--- src/rtl/shift_pkg.sv ---
// -----------------------------------------------------------------------------
// shift_pkg
// Shared definitions for the multi-cycle shift controller: default datapath
// sizes, shift operation encodings and controller state encoding.
// -----------------------------------------------------------------------------
package shift_pkg;

   // Default datapath width and matching shift-amount width (log2 of width).
   localparam int WIDTH_DEF = 32;
   localparam int SHW_DEF   = 5;

   // Shift operation encodings, as driven by the CPU control unit.
   typedef enum logic [1:0] {
      OP_SLL = 2'b00,
      OP_SRL = 2'b01,
      OP_SRA = 2'b10,
      OP_ROR = 2'b11
   } op_e;

   // Controller states.
   typedef enum logic [1:0] {
      IDLE = 2'b00,
      RUN  = 2'b01,
      DONE = 2'b10
   } state_e;

endpackage : shift_pkg

--- src/rtl/shift_step.sv ---
// -----------------------------------------------------------------------------
// shift_step
// Combinational single-position shifter. This is the only datapath element of
// the shift controller; it is applied once per clock to the accumulator.
//
// Ports:
//   i_acc  in  WIDTH  current accumulator value
//   i_op   in  2      operation (SLL / SRL / SRA / ROR)
//   o_acc  out WIDTH  accumulator after one-position shift
// -----------------------------------------------------------------------------
module shift_step
   import shift_pkg::*;
#(
   parameter int WIDTH = WIDTH_DEF
) (
   input  logic [WIDTH-1:0] i_acc,
   input  op_e              i_op,
   output logic [WIDTH-1:0] o_acc
);

   always_comb begin
      // NOTE: assign a default before the case so every path drives o_acc;
      // a missing assignment on any path would infer a latch.
      o_acc = i_acc;
      case (i_op)
         OP_SLL:  o_acc = {i_acc[WIDTH-2:0], 1'b0};
         OP_SRL:  o_acc = {1'b0, i_acc[WIDTH-1:1]};
         OP_SRA:  o_acc = {i_acc[WIDTH-1], i_acc[WIDTH-1:1]};
         OP_ROR:  o_acc = {i_acc[0], i_acc[WIDTH-1:1]};
         default: o_acc = i_acc;
      endcase
   end

endmodule : shift_step

--- src/rtl/shift_seq.sv ---
// -----------------------------------------------------------------------------
// shift_seq
// Multi-cycle shift controller. Performs a shift of 0..WIDTH-1 positions by
// applying a single-position shift stage once per clock. Driven by the CPU
// control unit through a start/busy/done handshake.
//
// Ports:
//   clk     in  1      rising-edge clock
//   rst     in  1      asynchronous, active-high reset
//   start   in  1      request; sampled only when busy=0
//   op      in  2      00 SLL, 01 SRL, 10 SRA, 11 ROR
//   din     in  WIDTH  operand
//   shamt   in  SHW    shift amount, 0..WIDTH-1
//   busy    out 1      high while a shift is in progress
//   done    out 1      one-cycle pulse when result becomes valid
//   result  out WIDTH  shifted value; held until the next accepted start
//
// WIDTH must be a power of two and SHW must equal log2(WIDTH).
// -----------------------------------------------------------------------------
module shift_seq
   import shift_pkg::*;
#(
   parameter int WIDTH = WIDTH_DEF,
   parameter int SHW   = SHW_DEF
) (
   input  logic             clk,
   input  logic             rst,
   input  logic             start,
   input  logic [1:0]       op,
   input  logic [WIDTH-1:0] din,
   input  logic [SHW-1:0]   shamt,
   output logic             busy,
   output logic             done,
   output logic [WIDTH-1:0] result
);

   // Registered state
   state_e           r_state;
   op_e              r_op;
   logic [WIDTH-1:0] r_acc;
   logic [SHW-1:0]   r_cnt;
   logic             r_busy;
   logic             r_done;
   logic [WIDTH-1:0] r_result;

   // Next-state values
   state_e           w_state_nxt;
   op_e              w_op_nxt;
   logic [WIDTH-1:0] w_acc_nxt;
   logic [SHW-1:0]   w_cnt_nxt;
   logic             w_busy_nxt;
   logic             w_done_nxt;
   logic [WIDTH-1:0] w_result_nxt;

   // Accumulator after one more step with the latched operation
   logic [WIDTH-1:0] w_acc_step;

   shift_step #(
      .WIDTH (WIDTH)
   ) u_step (
      .i_acc (r_acc),
      .i_op  (r_op),
      .o_acc (w_acc_step)
   );

   // Next-state and register-update logic
   always_comb begin
      w_state_nxt  = r_state;
      w_op_nxt     = r_op;
      w_acc_nxt    = r_acc;
      w_cnt_nxt    = r_cnt;
      w_busy_nxt   = r_busy;
      w_done_nxt   = 1'b0;      // done is a single-cycle pulse
      w_result_nxt = r_result;

      case (r_state)
         IDLE, DONE: begin
            if (start) begin
               // Accept: inputs are captured here and never re-sampled
               // until the operation completes.
               w_op_nxt    = op_e'(op);
               w_acc_nxt   = din;
               w_cnt_nxt   = shamt;
               w_busy_nxt  = 1'b1;
               w_state_nxt = RUN;
            end else if (r_state == DONE) begin
               w_state_nxt = IDLE;
            end
         end

         RUN: begin
            // start is ignored here; the count alone decides progress.
            if (r_cnt != '0) begin
               w_acc_nxt = w_acc_step;
               w_cnt_nxt = r_cnt - SHW'(1);
            end else begin
               // busy falls in the same cycle done rises.
               w_result_nxt = r_acc;
               w_done_nxt   = 1'b1;
               w_busy_nxt   = 1'b0;
               w_state_nxt  = DONE;
            end
         end

         default: begin
            w_busy_nxt  = 1'b0;
            w_state_nxt = IDLE;
         end
      endcase
   end

   // State register. Reset aborts any shift in flight without a done pulse.
   always_ff @(posedge clk or posedge rst) begin
      if (rst) begin
         r_state  <= IDLE;
         r_op     <= OP_SLL;
         r_acc    <= '0;
         r_cnt    <= '0;
         r_busy   <= 1'b0;
         r_done   <= 1'b0;
         r_result <= '0;
      end else begin
         // NOTE: non-blocking assignments so every register samples the
         // pre-edge values, independent of statement order.
         r_state  <= w_state_nxt;
         r_op     <= w_op_nxt;
         r_acc    <= w_acc_nxt;
         r_cnt    <= w_cnt_nxt;
         r_busy   <= w_busy_nxt;
         r_done   <= w_done_nxt;
         r_result <= w_result_nxt;
      end
   end

   // Outputs come straight from registers: no input-to-output paths.
   assign busy   = r_busy;
   assign done   = r_done;
   assign result = r_result;

endmodule : shift_seq

--- config.mk ---
export PLATFORM = sky130hd
export DESIGN_NAME = shift_seq
export DESIGN_NICKNAME = d
export VERILOG_FILES = /design/src/rtl/shift_pkg.sv /design/src/rtl/shift_step.sv /design/src/rtl/shift_seq.sv
export SDC_FILE = /design/constraint.sdc
export NUM_CORES = 1
export LEC_CHECK = 0
export BUFFER_PORTS_ARGS = -buffer_cell sky130_fd_sc_hd__buf_2
export CAP_MARGIN = 20
export CORE_MARGIN = 2
export CORE_UTILIZATION = 41
export CTS_CLUSTER_SIZE = 24
export DETAILED_ROUTE_END_ITERATION = 10
export PLACE_DENSITY = 0.6
export SLEW_MARGIN = 20
export SYNTH_ARGS = -nofsm -noshare
export SYNTH_HDL_FRONTEND = slang
export SYNTH_SLANG_ARGS = --single-unit
export TNS_END_PERCENT = 10
--- constraint.sdc ---
create_clock -name clk -period 4.4 [get_ports clk]
set_input_delay 0.22 -clock clk [delete_from_list [all_inputs] [get_ports clk]]
set_output_delay 0.22 -clock clk [all_outputs]
set_load 0.02 [all_outputs]
# Yosys cells after proc, flatten, opt, wreduce, memory -nomap -nowiden
# Index checks and enable logic that the tools add are counted.
[word_totals] reg_bits=75 in_bits=42 out_inout_bits=34 word_cells=47
[classes] addsub=1 eq_ne=10 n_mux=16 bitwise=1 reduce_logical=11
[ops] cell="32-bit one-hot mux with 4 select lines" count=1
[ops] cell="32-bit two-way mux" count=2
[ops] cell="32-bit one-hot mux with 2 select lines" count=1
[ops] cell="5-bit two-way mux" count=2
[ops] cell="5-bit one-hot mux with 2 select lines" count=1
[ops] cell="2-bit != test (second input constant)" count=4
[ops] cell="2-bit AND reduction" count=4
[ops] cell="2-bit == test (second input constant)" count=3
[ops] cell="2-bit two-way mux" count=3
[ops] cell="5-bit nonzero test" count=1
[ops] cell="5-bit by 1-bit subtractor with 5-bit output (second input constant)" count=1
[ops] cell="2-bit by 1-bit == test with 1-bit output (second input constant)" count=2
[ops] cell="2-bit logical NOT" count=2
[ops] cell="1-bit two-way mux" count=4
[ops] cell="2-bit one-hot mux with 2 select lines" count=1
[ops] cell="4-bit AND reduction" count=1
[ops] cell="3-bit != test (second input constant)" count=1
[ops] cell="3-bit AND reduction" count=1
[ops] cell="1-bit one-hot mux with 2 select lines" count=1
[ops] cell="2-bit nonzero test" count=1
[ops] cell="2-bit OR reduction" count=1
[ops] cell="1-bit inverter" count=1

# Logic depth before layout (Yosys ltp)
# Gate-level depths: netlist (run 1).
[logic_depth] word_depth=4 mapped_depth=7 depth_no_buf=6

# Hierarchy
# From an unflattened synthesis (run 1), not the netlist that was laid out.
[unflattened] hier_cells=264 area_unflattened_um2=3961.3
[by_module_without_submodules] mod="shift_seq" n_inst=1 cells_each=226 area_each_um2=3443.3 seq_area_each_um2=1876.8
[by_module_without_submodules] mod="shift_step" n_inst=1 cells_each=38 area_each_um2=518.0 seq_area_each_um2=0.0

# Least setup slack after synthesis (run 1)
# OpenSTA, ideal clock, no wires.
[synth_timing] path_type="flip-flop to flip-flop" start="reg r_cnt[0]" end="reg r_result[10], in the netlist result[10]" setup_time_ns=0.125 t_arrival_ns=1.640 required_time_ns=4.275 setup_slack_ns=2.635 stages_incl_launch_ff=8 n_path_buf=1 synth_period_minus_slack_ns=1.765 path_cell_list="dfrtp_1 inv_1 ha_1 nor4b_4 nand2_4 clkinv_4 buf_12 mux2_4"
[synth_between] elab_chain_len=3
[synth_rtl] item="start, declared" line="shift_seq.sv:41" text="logic [SHW-1:0] r_cnt;"
[synth_rtl] item="start signal, assigned" line="shift_seq.sv:128" text="r_cnt <= w_cnt_nxt;"
[synth_rtl] item="5-bit nonzero test" line="shift_seq.sv:93" text="if (r_cnt != '0) begin"
[synth_rtl] item="1-bit inverter (no line)"
[synth_rtl] item="2-bit AND reduction (no line)"
[synth_rtl] item="end signal, assigned" line="shift_seq.sv:131" text="r_result <= w_result_nxt;"
[synth_rtl] item="end, declared" line="shift_seq.sv:44" text="logic [WIDTH-1:0] r_result;"
# No other way between the ends.
# A chain may end at the register's enable or synchronous reset.

# Worst setup path after layout (run 1)
[layout_timing] start="reg r_cnt[0]" end="reg r_cnt[3]"
[layout_between] elab_chain_len=3 word_cells_on_any_way=6 classes_between="1 x add/sub; 1 x eq/ne; 2 x mux; 2 x reduce/logical"
[layout_rtl] item="5-bit by 1-bit subtractor with 5-bit output or 5-bit nonzero test (tied branches)" line="shift_seq.sv:95, shift_seq.sv:93"
[layout_rtl] item="5-bit two-way mux or 2-bit != test (tied branches)"
[layout_rtl] item="5-bit one-hot mux with 2 select lines or 3-bit AND reduction (tied branches)"
# Several ways; a longest one is shown, not always the timed one. The select of a mux whose other input is x is not followed.

==> key figures, run 1 <==
Outcome
  • Run status: complete, no violations

Power
  • Leak pwr: 2.10 nW
  • Net switching power: around 1.5 mW
  • Clock Power Share: 13.3%
  • Cell-internal power: 2.42 mW
  • Logic pwr share: ~52%
  • Max IR drop VDD: approximately 0.30 mV
  • Flop pwr share: between 30% and 40%
  • P per Cell Area: just under 900 nW/um2
  • Net Sw Frac: 38.2%

Die
  • Core area: approximately 9100 um2
  • Die width: around 100 um
  • Chip Height: between 90 and 100 um
  • Row cnt: 35
  • Number of I/O pins: between 70 and 80
  • Die area: between 9000 and 10,000 um2
  • Starting Density: approximately 41%

STA
  • Slew Limit Headroom: 38.7%
  • Clock skew: between 0.01 and 0.015 ns
  • Finish-stage setup viols: 0
  • Max Freq: ~430 MHz
  • RSZ-0062 raised after global routing: no
  • Setup TNS: 0 ns
  • Final period util: roughly 53%
  • Slew @ Worst Pin: approximately 0.92 ns
  • Hold Fails Final Rpt: 0
  • Slew Limit Fails: 0
  • Final Critical Period: 2.34 ns

Placed design
  • IO buf count: 75
  • Placed Area: ~4200 um2
  • DP Wirelength: 5.05 mm
  • Final RePlAce weighted congestion: ~0.79

Final layout
  • Final net count: 410
  • Area used by multi-input combinational logic: about 1800 um2
  • Antenna cells: 0
  • Layout area overhead: 16.8%
  • Post-layout instance area: between 4000 and 5000 um2
  • Reg area: approximately 1900 um2
  • Fillers: 847
  • Ratio of cells with drive above 1 in the final layout: 44.6%

Logic synthesis
  • Yosys warning total: 0
  • Post-synth ARST share: 100%
  • Post-Syn Instances: between 200 and 300
  • Syn Std Cell Area: ~3800 um2
  • Yosys cell types: 29
  • Top-area cell type share of the netlist area: between 40% and 50%
  • Mean post-synth cell area: 12.8 um2
  • Synth Register Bits: 75
  • Mux share of post-synthesis cell area: 32.4%
  • Synth Area in Compound Gates: 6.92%
  • Post-synth EDFFs: 0
  • Syn Nets: approximately 340
  • Largest area contributor in the netlist: dfrtp_1
  • Sequential area share after synthesis: approximately half
  • Post-synth top flop: dfrtp_1
  • Top cells by area, synth: dfrtp_1 (50%), mux2_4 (19%), mux2i_1 (8.2%), mux2_2 (5.1%), o21ai_0 (4.4%)
  • Post-Synth XOR/XNOR Area: 0%
  • Simple-gate share of the synthesized area: approximately 6.6%
  • Largest family of logic cells by synthesized area: multiplexers
  • Post-Synth Adder-Cell Area: 0.331%

Setup path
  • Startpoint types: flop
  • Arrival @ worst endpoint: ~2.6 ns
  • Flop2flop setup slack: between 2 and 2.5 ns
  • Crit path cell chain: inv_1, ha_1, nor4b_4, o21bai_4, buf_4, o21ai_0, a22o_1
  • Top Family by Delay on Critical Path: compound AO/OA/AOI/OAI gates
  • Worst path depth: 7
  • Max incr delay on CP: ~0.54 ns
  • Worst Path Required: about 4.6 ns
  • R2r endpoint: r_cnt[3]
  • CP Launch Point: r_cnt[0]
  • Critical R2R Launch: r_cnt[0]
  • Worst-case reg-to-reg path depth: 7
  • Kind of critical path: flop to flop
  • Critical path peak fanout: 24
  • Slowest cell on crit path: o21bai_4
  • Crit path buf inv count: 2
  • Crit end category: flop

Global routing
  • Global-route wire length before repair: 12.7 mm
  • Vias in the first global route: ~2,500
  • Initial antenna violation count: 0
  • Total track usage: between 10% and 20%
  • Largest net degree at the start of global routing: around 70
  • Gr ovfl total: 0

Clocking
  • Root Driver: clkbuf_8
  • Worst skew pair latency: 0.35 ns
  • H-tree depth: 3
  • CTS tree: yes
  • Clock-pin slew of the registers on the worst-case setup and hold paths: approximately 0.080 ns
  • Clock buffer depth: 2
  • Num CTS Buffers: 9
  • Post_cts resized: 0
  • Post-CTS setup buffers: 0
  • # hold bufs at CTS: 0
  • CTS sink cnt: between 70 and 80

Min path
  • Tightest Hold Check Type: input port to asynchronous set/reset pin

Flow run
  • Number of maximum-capacitance violations: 0

Detailed routing
  • Drt first pass iters: 4
  • Via/cell ratio: approximately 5.1
  • Iter 0 DRT Violations: 76
  • Post-route DRC: 0
  • Average wire per standard cell: between 15 and 20 um
  • Total number of vias: 2,441
  • Antenna-violating nets left: 0
  • Final WL: roughly 7.6 mm
-- sequential cells by signal, summed over array words and instances (netlist names) --
| name | count |
|---|---|
| r_op | 2 |
| done | 1 |
| r_state | 2 |
| r_cnt | 5 |
| busy | 1 |
| r_acc | 32 |
| result | 32 |
-- per-stage QoR --
stage | hold WS [ns] | util [%] | total power, mW | std cells | setup slack [ns]
2_1_floorplan | 0.372 | - | 2.99 | 295 | 2.27
3_3_place_gp | 0.482 | 46.0 | 3.34 | 466 | 2.12
3_5_place_dp | 0.485 | 46.3 | 3.42 | 467 | 2.03
4_1_cts | 0.101 | 48.4 | 3.96 | 483 | 2.04
5_1_grt | 0.117 | 48.4 | 4.21 | 483 | 1.92
6_report | 0.0654 | 48.4 | 3.91 | 483 | 2.06
-- power groups by stage --
stage | sequential, mW | clock (mW) | combinational, mW
floorplan | 1.48 | 0 | 1.51
detailed placement | 1.37 | 0 | 2.06
finish | 1.35 | 0.521 | 2.04
global placement | 1.36 | 0 | 1.98
global route | 1.41 | 0.571 | 2.23
CTS | 1.36 | 0.542 | 2.06
-- layer usage --
| metal | share of wire (%) | wire length [um] | global-route usage, % | vias up |
|---|---|---|---|---|
| li1 | - | - | - | 1180 |
| met1 | 48 | 3660 | 22.6 | 1197 |
| met2 | 47 | 3530 | 24.8 | 55 |
| met3 | 4.0 | 301 | 4.25 | 9 |
| met4 | 1.2 | 90 | 4.43 | 0 |
| met5 | 0 | 0 | 0 | - |
-- synthesized netlist by cell type (2+ instances only) --
master,instances
nor3_1,2
mux2_4,48
buf_12,2
nand2_1,34
a21oi_1,5
mux2i_1,31
o21ai_0,33
inv_1,4
clkbuf_1,7
a22o_1,3
dfrtp_1,75
nand3_1,3
buf_6,3
nor2_1,8
nand2b_1,2
buf_2,6
mux2_2,17
-- worst max-delay path by stage --
stage / slack [ns] / to
2_1_floorplan: 2.27 / busy
3_3_place_gp: 2.12 / r_cnt[3]
3_5_place_dp: 2.03 / r_cnt[3]
4_1_cts: 2.04 / r_cnt[3]
5_1_grt: 1.92 / r_cnt[3]
6_report: 2.06 / r_cnt[3]
-- cells in the final DEF (no fill, tap or decap), types with 5 or more instances in the layout --
cell,n
mux2_2,17
a21oi_1,5
buf_2,75
mux2_4,48
clkbuf_8,9
mux2i_1,31
nor2_1,8
o21ai_0,33
dfrtp_1,75
nand2_1,34
-- final cells by class --
cell class                 count  area share [%]
clock buffer                  10            2.89
sequential                    75            42.5
multi-input combinational    197            39.8
timing repair buffer          79            9.64
tap                          111            3.15
inverter                       5           0.539
clock inverter                 6            1.50
-- kinds of logic (layout without fill, tap and decap cells) --
logic type                 after synthesis  in the layout
DFF                                     75             75
and+or+nand+nor                         54             54
adders and majority gates                1              1
buffers and inverters                   23            100
AOI/OAI and AO/OA                       46             46
muxes                                   96             96
No activity file was read; power rests on OpenSTA's default activity.
==> run 2: changes to the inputs <==
--- a/config.mk
+++ b/config.mk
@@ -11,7 +11,7 @@
 export CORE_UTILIZATION = 41
 export CTS_CLUSTER_SIZE = 24
 export DETAILED_ROUTE_END_ITERATION = 10
-export PLACE_DENSITY = 0.6
+export PLACE_DENSITY = 0.63
 export SLEW_MARGIN = 20
 export SYNTH_ARGS = -nofsm -noshare
 export SYNTH_HDL_FRONTEND = slang
==> constraint.sdc (replaced) <==
create_clock -name clk -period 1.9 [get_ports clk]
set_input_delay 0.095 -clock clk [delete_from_list [all_inputs] [get_ports clk]]
set_output_delay 0.095 -clock clk [all_outputs]
set_load 0.02 [all_outputs]
==> key figures, run 2 (synthesis gave the netlist of run 1 again) <==
STA
  • Slew Limit Headroom: 51.6%
  • Slew @ Worst Pin: just over 0.7 ns
  • Final period util: between 90 and 100%
  • Clock skew: approximately 0.0086 ns
  • Finish-stage setup viols: 0
  • Final Critical Period: roughly 1.8 ns
  • Max Freq: 560 MHz
  • Crit path setup slack, layout: around 0.11 ns
  • RSZ-0062 raised after global routing: no
  • Hold Fails Final Rpt: 0
  • Slew Limit Fails: 0

Detailed routing
  • Total number of vias: between 2,000 and 3,000
  • Iter 0 DRT Violations: slightly below 90
  • Post-route DRC: 0
  • Drt first pass iters: 4
  • Final WL: slightly above 8 mm
  • Via/cell ratio: around 5.1
  • Average wire per standard cell: approximately 16 um
  • Antenna-violating nets left: 0

Die
  • Die area: between 9000 and 10,000 um2
  • Row cnt: 35
  • Starting Density: between 40% and 50%
  • Number of I/O pins: between 70 and 80
  • Die width: 100 um
  • Core area: a little over 9000 um2
  • Chip Height: approximately 100 um

Setup path
  • Worst Path Required: between 2 and 2.5 ns
  • Critical path peak fanout: 14
  • Max incr delay on CP: about 0.4 ns
  • Crit path buf inv count: 3
  • Crit path cell chain: inv_1, ha_4, nor4b_4, buf_4, nand2_8, clkinv_16, mux2_2
  • Kind of critical path: flop to flop
  • Slowest cell on crit path: dfrtp_1
  • Crit end category: flop
  • Startpoint types: flop
  • Arrival @ worst endpoint: roughly 2 ns
  • Top Family by Delay on Critical Path: buffers and inverters

Power
  • Max IR drop VDD: about 1.1 mV
  • Total power: between 9 and 10 mW
  • P per Cell Area: 2050 nW/um2
  • Leak pwr: 2.19 nW

Clocking
  • Clock-pin slew of the registers on the worst-case setup and hold paths: roughly 0.080 ns
  • CTS tree: yes
  • CTS sink cnt: 75
  • Worst skew pair latency: 0.35 ns
  • Root Driver: clkbuf_8
  • H-tree depth: 3
  • Num CTS Buffers: 9
  • Clock buffer depth: 2

Global routing
  • Global-route wire length before repair: around 13 mm
  • Largest net degree at the start of global routing: 72
  • Total track usage: approximately 17%
  • Gr ovfl total: 0
  • Vias in the first global route: 2,673
  • Initial antenna violation count: 0

Placed design
  • Pre-CTS WS: -0.0800 ns
  • Placed Area: ~4300 um2
  • IO buf count: 75
  • Final RePlAce weighted congestion: 0.761
  • DP Wirelength: ~5.3 mm

Outcome
  • Run status: complete, no violations

Final layout
  • Final net count: approximately 420
  • Antenna cells: 0
  • Utilization after layout: between 50% and 60%
  • Post-layout instance area: 4620 um2
  • Layout area overhead: 22.3%
  • Most frequent cells in the layout: dfrtp_1 (75), buf_2 (75), mux2_4 (48)
  • Ratio of cells with drive above 1 in the final layout: a little under half

Min path
  • Tightest Hold Check Type: input port to flop

Flow run
  • Number of maximum-capacitance violations: 0
run 2: area by class of cell:
cell class	instances	area, um2
inverters	5	48.8
repair buffers	91	569
clock buffers	9	124
fillers	830	4490
multi-input cells	197	1780
repair inverters	1	16.3
flip-flops and latches	75	1880
well taps	111	139
clock inverters	6	65.1
run 2: what timing repair did:
action | 4_1_cts | 5_1_grt
resized for setup | 1 | 8
hold endpoints to repair | 32 | 0
cloned | 0 | 1
pin swaps | 0 | 1
hold buffers | 3 | 0
endpoints found under the setup margin | 27 | 49
setup buffers | 0 | 1
run 2: worst paths after layout:
kind | to | startpoint | slack (ns) | depth (start not counted)
worst max register to register | result[26] | r_cnt[1] | 0.11 | 7
worst max-delay path | result[26] | r_cnt[1] | 0.11 | 7
max in group asynchronous | result[2] | rst | 0.89 | 4
worst min register to register | result[29] | result[29] | 0.50 | 1
worst min-delay path | r_cnt[0] | shamt[0] | 0.02 | 3
min in group asynchronous | r_cnt[3] | rst | 0.40 | 3
run 2: where the power goes:
| group | total [mW] | internal, mW | leakage (nW) | switching (mW) |
|---|---|---|---|---|
| Sequential | 3.15 | 2.44 | 0.897 | 0.714 |
| Combinational | 5.10 | 2.78 | 1.19 | 2.32 |
| Clock | 1.22 | 0.604 | 0.0959 | 0.620 |
run 2: metal layers:
metal / GRT usage (%) / wire, um
met1: 22.0 / 3700
met5: 0 / 0
met2: 27.2 / 3850
met3: 4.60 / 411
met4: 5.16 / 92
run 2: worst min-delay path: stages:
cell and delay, ns:
buf_2 0.08, nand3_1 0.05, o211ai_1 0.09
run 2: metrics by stage:
stage | setup TNS [ns] | hold WS, ns | cells
5_1_grt | 0 | 0.0367 | 495
3_3_place_gp | -0.0785 | 0.251 | 475
4_1_cts | 0 | 0.0130 | 493
6_report | 0 | 0.0160 | 495
2_1_floorplan | 0 | 0.247 | 295
3_5_place_dp | -1.01 | 0.260 | 475
==> run 3: changes to the inputs <==
--- a/config.mk
+++ b/config.mk
@@ -7,8 +7,10 @@
 export LEC_CHECK = 0
 export BUFFER_PORTS_ARGS = -buffer_cell sky130_fd_sc_hd__buf_2
 export CAP_MARGIN = 20
+export CORE_ASPECT_RATIO = 0.7
 export CORE_MARGIN = 2
 export CORE_UTILIZATION = 41
+export CTS_CLUSTER_DIAMETER = 80
 export CTS_CLUSTER_SIZE = 24
 export DETAILED_ROUTE_END_ITERATION = 10
 export PLACE_DENSITY = 0.63
==> key figures, run 3 (synthesis gave the netlist of run 1 again) <==
Outcome
  • Run status: complete, no violations

Global routing
  • Vias in the first global route: around 2,500
  • Gr ovfl total: 0
  • Global-route wire length before repair: ~13 mm
  • Initial antenna violation count: 0
  • Largest net degree at the start of global routing: 48
  • Total track usage: between 10% and 20%

Setup path
  • Max incr delay on CP: between 0.3 and 0.4 ns
  • Top Family by Delay on Critical Path: simple AND/OR/NAND/NOR gates
  • Worst Path Required: approximately 2.1 ns
  • Startpoint types: flop
  • Crit path buf inv count: 2
  • Slowest cell on crit path: dfrtp_1
  • Arrival @ worst endpoint: between 2 and 2.5 ns
  • Kind of critical path: flop to flop
  • Crit end category: flop
  • Crit path cell chain: inv_1, ha_4, nor4b_4, buf_4, nor2_1, a21oi_1, mux2_2
  • Critical path peak fanout: 3

Die
  • Row cnt: 29
  • Die width: ~120 um
  • Die area: between 10,000 and 15,000 um2
  • Chip Height: about 84 um
  • Number of I/O pins: 76
  • Starting Density: a little over two fifths
  • Core area: roughly 9000 um2

Detailed routing
  • Average wire per standard cell: ~16 um
  • Total number of vias: roughly 2,500
  • Final WL: a little over 8 mm
  • Drt first pass iters: 4
  • Via/cell ratio: about 4.9
  • Iter 0 DRT Violations: 83
  • Antenna-violating nets left: 0
  • Post-route DRC: 0

Placed design
  • Placed cells: around 490
  • IO buf count: 75
  • Placed Area: about 4300 um2
  • DP Wirelength: ~5.4 mm
  • Final RePlAce weighted congestion: a little over 0.7
  • Pre-CTS WS: -0.00561 ns

STA
  • Crit path setup slack, layout: approximately 0.044 ns
  • Final period util: roughly 98%
  • Hold Fails Final Rpt: 0
  • Max Freq: 539 MHz
  • Clock skew: about 0.0038 ns
  • Slew @ Worst Pin: between 0.5 and 0.6 ns
  • Slew Limit Headroom: about three fifths
  • Finish-stage setup viols: 0
  • Final Critical Period: between 1.5 and 2 ns
  • Slew Limit Fails: 0

Final layout
  • Ratio of cells with drive above 1 in the final layout: a little under half
  • Antenna cells: 0
  • Finished Layout Cells: 508
  • Final net count: roughly 420
  • Fillers: 823
  • Most frequent cells in the layout: dfrtp_1 (75), buf_2 (75), mux2_4 (48)
  • Layout area overhead: 24.7%
  • Post-layout instance area: roughly 4700 um2

Power
  • Leak pwr: around 2.2 nW
  • P per Cell Area: ~2100 nW/um2
  • Max IR drop VDD: 0.794 mV

Clocking
  • Clock buffer depth: 2
  • CTS sink cnt: between 70 and 80
  • Worst skew pair latency: ~0.33 ns
  • Num CTS Buffers: 9
  • Clock-pin slew of the registers on the worst-case setup and hold paths: 0.06 ns
  • H-tree depth: 3
  • Root Driver: clkbuf_16
  • CTS tree: yes

Flow run
  • Number of maximum-capacitance violations: 0

Min path
  • Tightest Hold Check Type: input port to flop
==> run 3: cell count changes in the layout (fill, tap and decap cells not counted), sizes merged <==
cell	previous run	this run
inv	5	4
clkinvlp	2	1
buf	88	89
clkinv	4	3
dlygate4sd3	3	1
clkbuf	9	13
==> run 3: final timing paths <==
kind	startpoint	to	slack (ns)	cells after the start
setup / recovery	r_cnt[1]	r_acc[31]	0.04	7
hold / removal	shamt[0]	r_cnt[0]	0.03	3
setup reg to reg	r_cnt[1]	r_acc[31]	0.04	7
hold reg to reg	result[8]	result[8]	0.50	1
max in group asynchronous	rst	r_acc[24]	1.00	4
min in group asynchronous	rst	r_acc[14]	0.41	4
==> run 3: per-layer routing <==
layer | wire length [um] | GRT usage (%)
met2 | 3350 | 22.8
met4 | 105 | 5.52
met1 | 4200 | 26.3
met3 | 400 | 5.10
met5 | 0 | 0
==> run 3: final cells by class <==
cell class | count | area, um2 | area share [%]
Multi-Input combinational cell | 197 | 1770 | 37.5
Timing Repair inverter | 2 | 25.0 | 0.531
Timing Repair Buffer | 90 | 544 | 11.6
Inverter | 5 | 48.8 | 1.04
Clock buffer | 13 | 260 | 5.52
Sequential cell | 75 | 1880 | 39.8
Clock inverter | 2 | 35.0 | 0.743
Tap cell | 124 | 155 | 3.29
==> run 3: per-stage QoR <==
stage	power [mW]	utilization, %	hold WS (ns)	setup TNS [ns]
6_report	9.88	52.4	0.0263	0
5_1_grt	10.6	52.4	0.0271	-0.0182
4_1_cts	9.85	51.4	0.0125	0
3_5_place_dp	8.10	47.9	0.219	-0.0135
3_3_place_gp	7.97	47.9	0.212	0
2_1_floorplan	6.93	-	0.247	0
==> run 3: report_power, final <==
part	switching (mW)	internal (mW)
clock	0.616	1.08
sequential	0.728	2.45
combinational	2.26	2.74
total	3.61	6.27
==> run 3: worst register-to-register path, cell delays in order (launching register included) <==
cell     delay (ns)
dfrtp_1        0.39
inv_1          0.10
ha_4           0.14
nor4b_4        0.37
buf_4          0.19
nor2_1         0.05
a21oi_1        0.16
mux2_2         0.34
==> run 3: timing repair <==
item	in CTS	in global routing
resized for setup	1	6
cloned	0	2
pin swaps	0	2
buffers inserted	0	3
setup endpoints to repair	7	8
endpoints found under the hold margin	75	0
hold buffers	1	0
